### src/rtl/dmem_dump_responder.sv
// Data memory for processor_arm: combinational reads and clocked writes on the DM_* port,
// plus a valid/ready dump stream of every word, started by a rising edge on dump.
module dmem_dump_responder #(
   parameter int N     = 64,
   parameter int DEPTH = 32,
   parameter int IDX_W = 5
) (
   input  logic             CLOCK_50,
   input  logic             reset,
   input  logic             DM_writeEnable,
   input  logic [N-1:0]     DM_addr,
   input  logic [N-1:0]     DM_writeData,
   input  logic             DM_readEnable,
   output logic [N-1:0]     DM_readData,
   input  logic             dump,
   output logic             dump_valid,
   input  logic             dump_ready,
   output logic [IDX_W-1:0] dump_idx,
   output logic [N-1:0]     dump_data,
   output logic             dump_busy,
   output logic             dump_done
);

   typedef enum logic [1:0] {IDLE, STREAM, DONE} state_t;

   logic [N-1:0]     mem [DEPTH];
   logic [IDX_W-1:0] word_idx;
   logic             in_range;
   logic             unused_byte_bits;

   state_t           state_reg, state_next;
   logic [IDX_W-1:0] ptr_reg, ptr_next;
   logic [IDX_W-1:0] ptr_inc;
   logic [N-1:0]     data_reg, data_next;
   logic             dump_q_reg;
   logic             dump_rise;

   assign word_idx         = DM_addr[IDX_W+2:3];
   assign in_range         = ~|DM_addr[N-1:IDX_W+3];
   assign unused_byte_bits = ^DM_addr[2:0];

   // Memory is never cleared; writes land even while reset is held.
   always_ff @(posedge CLOCK_50) begin
      if (DM_writeEnable && in_range)
         mem[word_idx] <= DM_writeData;
   end

   assign DM_readData = (DM_readEnable && in_range) ? mem[word_idx] : '0;

   assign dump_rise = dump & ~dump_q_reg;
   assign ptr_inc   = ptr_reg + IDX_W'(1);

   // dump_q keeps sampling through reset so a level still high afterwards is not a new edge.
   always_ff @(posedge CLOCK_50) begin
      dump_q_reg <= dump;
      if (reset) begin
         state_reg <= IDLE;
         ptr_reg   <= '0;
         data_reg  <= '0;
      end else begin
         state_reg <= state_next;
         ptr_reg   <= ptr_next;
         data_reg  <= data_next;
      end
   end

   always_comb begin
      state_next = state_reg;
      ptr_next   = ptr_reg;
      data_next  = data_reg;
      case (state_reg)
         IDLE: begin
            if (dump_rise) begin
               ptr_next   = '0;
               data_next  = mem[0];
               state_next = STREAM;
            end
         end
         STREAM: begin
            // Next word is loaded on the same edge as the handshake: one word per cycle.
            if (dump_ready) begin
               if (ptr_reg == IDX_W'(DEPTH - 1)) begin
                  state_next = DONE;
               end else begin
                  ptr_next  = ptr_inc;
                  data_next = mem[ptr_inc];
               end
            end
         end
         DONE: begin
            if (!dump)
               state_next = IDLE;
         end
         default: state_next = IDLE;
      endcase
   end

   assign dump_valid = (state_reg == STREAM);
   assign dump_busy  = (state_reg == STREAM);
   assign dump_done  = (state_reg == DONE);
   assign dump_idx   = ptr_reg;
   assign dump_data  = data_reg;

endmodule

### config.mk
export PLATFORM = sky130hd
export DESIGN_NAME = dmem_dump_responder
export DESIGN_NICKNAME = d
export VERILOG_FILES = /design/src/rtl/dmem_dump_responder.sv
export SDC_FILE = /design/constraint.sdc
export NUM_CORES = 2
export LEC_CHECK = 0
export ABC_AREA = 0
export BUFFER_PORTS_ARGS = -buffer_cell sky130_fd_sc_hd__buf_2
export CORE_MARGIN = 10
export CORE_UTILIZATION = 36
export DETAILED_ROUTE_END_ITERATION = 6
export SETUP_SLACK_MARGIN = 0.1
export SKIP_LAST_GASP = 1
export SYNTH_ARGS = -nofsm -noshare
export SYNTH_HDL_FRONTEND = slang
export SYNTH_SLANG_ARGS = --single-unit
### constraint.sdc
create_clock -name CLOCK_50 -period 4.85 [get_ports CLOCK_50]
set_input_delay 0.2425 -clock CLOCK_50 [delete_from_list [all_inputs] [get_ports CLOCK_50]]
set_output_delay 0.2425 -clock CLOCK_50 [all_outputs]
set_load 0.05 [all_outputs]
-- Word level (Yosys, flattened, before mapping)
Memories as Yosys holds them, arrays and structs flattened.
Cells that the tools add are included.
- $add $sub $neg: 1
- eq/ne operators: 8
- mux-type cells: 16
- bitwise operators: 2
- reduce and logical (&&, ||, !) cells: 8
- operator list (operator ; number):
    $mux W64 ; 4
    $pmux W64 S2 ; 1
    $reduce_or A56 Y1 ; 1
    $mux W5 ; 3
    $pmux W5 S2 ; 1
    $mux W2 ; 4
    $ne A2 B2 Y1 const B ; 4
    $reduce_and A4 Y1 ; 2
    $pmux W2 S3 ; 1
    $add A5 B1 Y5 const B ; 1
    $eq A5 B5 Y1 const B ; 1
    $eq A2 B1 Y1 const B ; 1
    $eq A2 B2 Y1 const B ; 1
    $logic_and A1 B1 Y1 ; 2
    $logic_not A2 Y1 ; 1
    $mux W1 ; 2
    $ne A2 B1 Y1 const B ; 1
    $reduce_bool A2 Y1 ; 1
    $and A1 B1 Y1 ; 1
    $logic_not A1 Y1 ; 1
    $not A1 Y1 ; 1
- register bits: 72
- RAM bits: 2048
- input port bits: 134
- output and inout port bits: 136
- word-level logic and storage cells: 40
- memories kept: 1
- memories (memory ; words ; bits a word ; rd ports ; clocked after memory_dff ; write ports ; line ; source):
    mem ; 32 ; 64 ; 3 ; 0 ; 1 ; 26 ; logic [N-1:0] mem [DEPTH];

-- Depth between registers and ports, before layout
- depth in word-level cells: 5
- mapped depth: 14
- depth with buffers taken out: 8

-- Worst setup path after synthesis
Ideal clock, no wire load.
- path type: input to register
- start: in DM_addr[3]
- end: mem mem[11][0], enable pin
- arrival time: 4122 ps
- data required time: 4363 ps
- setup slack: 241 ps
- stages: 5
- buffers on the path: 3
- cell sequence: buf_2 buf_1 buf_1 nand4_1 nor2_1
- RTL lines (what ; line ; source):
    start: declaration ; 11 ; input logic [N-1:0] DM_addr,
    end: declaration ; 26 ;
Straight into the memory's write port.

-- Final worst setup path
- start: reg ptr_reg[0], in the netlist dump_idx[0]
- end: reg data_reg[4], in the netlist dump_data[4]
- cells in the longest elaborated chain, start to end: 5
- elaborated cells on any way between the ends: 8
- classes of those cells: add/sub (1); eq/ne (2); mux (3); reduce/logical (1); memory (1)
- RTL lines (what ; line ; source):
    start: declaration ; 32 ; logic [IDX_W-1:0] ptr_reg, ptr_next;
    start signal: assignment ; 62 ; ptr_reg <= ptr_next;
    $add A5 B1 Y5 ; 51 ; assign ptr_inc = ptr_reg + IDX_W'(1);
    $mem_v2 Z32 W64 ; n/a ;
    $mux W64 ; 82 ; if (ptr_reg == IDX_W'(DEPTH - 1)) begin
    $mux W64 ; 81 ; if (dump_ready) begin
    $pmux W64 S2 ; 71 ; case (state_reg)
    end signal: assignment ; 63 ; data_reg <= data_next;
    end: declaration ; 34 ; logic [N-1:0] data_reg, data_next;
Several ways; a longest one is shown, not always the timed one. The select of a mux whose other input is x is not followed.
A chain may end at the register's enable or synchronous reset.

==> results.toml <==
[timing]
max_slew.worst_pin.slew_ps = 1260
slew_headroom_pct = 16.1
fin_tns_setup_ps = 0
fmax_ghz = 0.269
finalCriticalPeriod_ps = 3720
slew_viol_final = 0
fin_crit_sh_pct = 76.7
final.setup_skew_ps = 32.6
hold_viol_final = 0
grt_setup_unrepaired = "false"
finalSetupViolCount = 0

[global_route]
grt_overflow = 0
antenna_found_initial = 27
grt_pass1_wl_um = 465000
grt_max_degree = 94
grt_pass1_vias = 58200
grt_usage_pct = 22.7

[drt]
drt_iter0_markers = 7603
wl_met3_um = 38000
drtPass1Iterations = 6
vias = 58300
drc = 0
met2_length_um = 158000
antenna_left = 0
avgRoutedWirePerCell_um = 37.6
highest_layer = "met5"
routed_via_density = 6.52
wl_met1_um = 126000
wirelength_um = 336000

[critical_path]
critPathCaptureType = "flip-flop"
crit_chain = "ha_4, and3_1, ha_1, nor4bb_4, buf_4, or2_4, buf_4, nor2_1, or4_1, o311ai_1"
crit_path_end = "dump_data[4]"
worst_path_max_delay_cell = "or2_4"
cp.depth = 10
critPathKind = "reg2reg"
rr_startpoint = "dump_idx[0]"
r2r_slack_ps = 1130
arrival_ps = 4460
worstReg2RegEnd = "dump_data[4]"
crit_path_frequent_cell = "buf_4"
crit_start = "dump_idx[0]"
cp_max_fo = 44
reg2regPathDepth = 10
worstSetupStartpointType = "flip-flop"
critPathBufInv = 2
cp_top_family = "simple AND/OR/NAND/NOR gates"
critPathMaxStageDelay_ps = 840
required_ps = 5590

[final_layout]
area_growth_syn_to_layout_pct = 14.6
fillers = 23200
stdcell_area_um2 = 110000
final_nets = 5351
top_register = "mem"
largest_reg_flops = 2048
layout-drive-gt1-share_pct = 35.6

[die]
die_y_um = 537
die_width_um = 537
core_um2 = 266000
start_util_pct = 36.2
rows = 189
io_pins = 270
dieArea_um2 = 288000

[cts]
numCtsBuffers = 206
cts_resized = 0
clk_latency_ps = 860
tritoncts = "yes"
htreeDepth = 4
clkSinkCount = 2120
cts_hold_buf = 68
clk_pin_slew_worst_paths_ps = 70
cts_root_buffer = "clkbuf_16"
ctsLongestPathBuffers = 3
cts_setup_buffers = 0

[synth]
synth_edf_count = 2048
synthDistinctLibCells = 66
async_flop_share_pct = 0
synth-seq-cells = 2120
synth.top_cell.area_share_pct = 63.9
synth_area_per_cell_um2 = 19.7
synth_fp_nets = 5020
yosysWarnings = 0
synth_area_um2 = 96200
synth-main-ff-cell = "edfxtp_1"
synth_area_leaders = "edfxtp_1 64%, mux4_2 23%, o22ai_1 1.8%, dfxtp_1 1.5%, mux2_2 1.1%"
synth_cells = 4884
synth_largest_area_cell = "edfxtp_1"
yosysSeqAreaShare_pct = 65.4

[placement]
numPortBuffers = 266
hpwl_um = 178000
place.gp.congestion = 0.810
dpl_cell_area_um2 = 103000

[power_and_ir_drop]
p_per_area_nw_per_um2 = 352
vdd_drop_max_v = 0.000399
p_leak_nw = 33.4

[status]
outcome = "completed"

[job]
cap_violations = 0

[hold_path]
min_from = "dump"
min_path_type = "in2reg"
==> logic make-up after synthesis <==
family          after synthesis  synth area share (%)
xor+xnor                      5                0.0611
fa+ha+maj                     2                0.0260
compound gates              636                  4.64
flops                      2120                  65.4
mux                        1148                  25.0
simple gates                553                  2.87
buf+inv                     420                  2.03
==> cell usage in the layout, fill, tap and decap left out, types with 35 or more instances in the layout <==
| cell | n |
|---|---|
| edfxtp_1 | 2048 |
| mux4_2 | 994 |
| o22ai_1 | 279 |
| buf_2 | 263 |
| clkbuf_16 | 208 |
| nand2_1 | 140 |
| nor2_1 | 132 |
| buf_4 | 119 |
| mux2_2 | 96 |
| or4_1 | 88 |
| buf_12 | 84 |
| o211ai_1 | 72 |
| dfxtp_1 | 71 |
| dlygate4sd3_1 | 68 |
| mux2i_1 | 58 |
| o21ai_0 | 57 |
| clkinv_1 | 51 |
| clkinv_2 | 48 |
| nand3_1 | 46 |
| clkbuf_1 | 41 |
| o2111ai_1 | 38 |
| nor2_4 | 37 |
| o22a_1 | 37 |
| a221oi_1 | 36 |
| a21oi_1 | 35 |
==> synthesized netlist by cell type, drive strengths merged, types with 9 or more instances <==
master and count:
o211ai 72, o21ai 57, mux2i 58, or4 88
o22ai 279, nor4 27, nor3 19, nor2 169
and3 21, buf 243, dfxtp 72, nand3 47
mux4 994, o22a 37, a221oi 36, edfxtp 2048
nand2 145, mux2 96, a32oi 19, a21oi 35
o311ai 19, nor2b 9, o2111ai 38, clkbuf 170
o32a 18
==> stage by stage <==
step	cells	worst slack, ps	util [%]	hold slack [ps]	total power [mW]
2_1_floorplan	4884	241	-	270	22.2
3_3_place_gp	8472	948	38.8	388	23.3
3_5_place_dp	8472	889	38.8	398	23.3
4_1_cts	8928	880	41.5	83.4	39.0
5_1_grt	8931	862	41.5	89.6	39.9
6_report	8937	1130	41.6	120	38.8
==> power by group <==
part	leakage (nW)	total (mW)	internal [mW]	switching [mW]
Sequential	19.0	20.2	20.1	0.0698
Combinational	11.2	2.80	1.06	1.74
Clock	3.22	15.8	8.72	7.13
Total	33.4	38.8	29.9	8.93
==> final cells by class <==
| type | instances | area [um2] | area share (%) |
|---|---|---|---|
| Sequential cell | 2120 | 62900 | 57.0 |
| Multi-Input combinational cell | 2344 | 31800 | 28.8 |
| Clock buffer | 260 | 5510 | 4.99 |
| Timing Repair Buffer | 536 | 4600 | 4.17 |
| Tap cell | 3533 | 4420 | 4.01 |
| Clock inverter | 128 | 1010 | 0.918 |
| Inverter | 7 | 30.0 | 0.0272 |
| Antenna cell | 9 | 22.5 | 0.0204 |
==> worst min path at each step <==
stage / to / slack [ps] / cells after the start
floorplan: dump_q_reg / 270 / 0
global placement: dump_q_reg / 390 / 1
detailed placement: dump_q_reg / 400 / 1
CTS: dump_q_reg / 80 / 2
global route: dump_q_reg / 90 / 2
finish: dump_q_reg / 120 / 2
==> per-layer routing <==
metal | up-vias | GRT usage, %
li1 | 22100 | -
met1 | 31400 | 30.2
met2 | 4027 | 36.0
met3 | 754 | 5.82
met4 | 6 | 8.29
met5 | - | 0
Note: power is estimated with default switching activity, not from simulation.
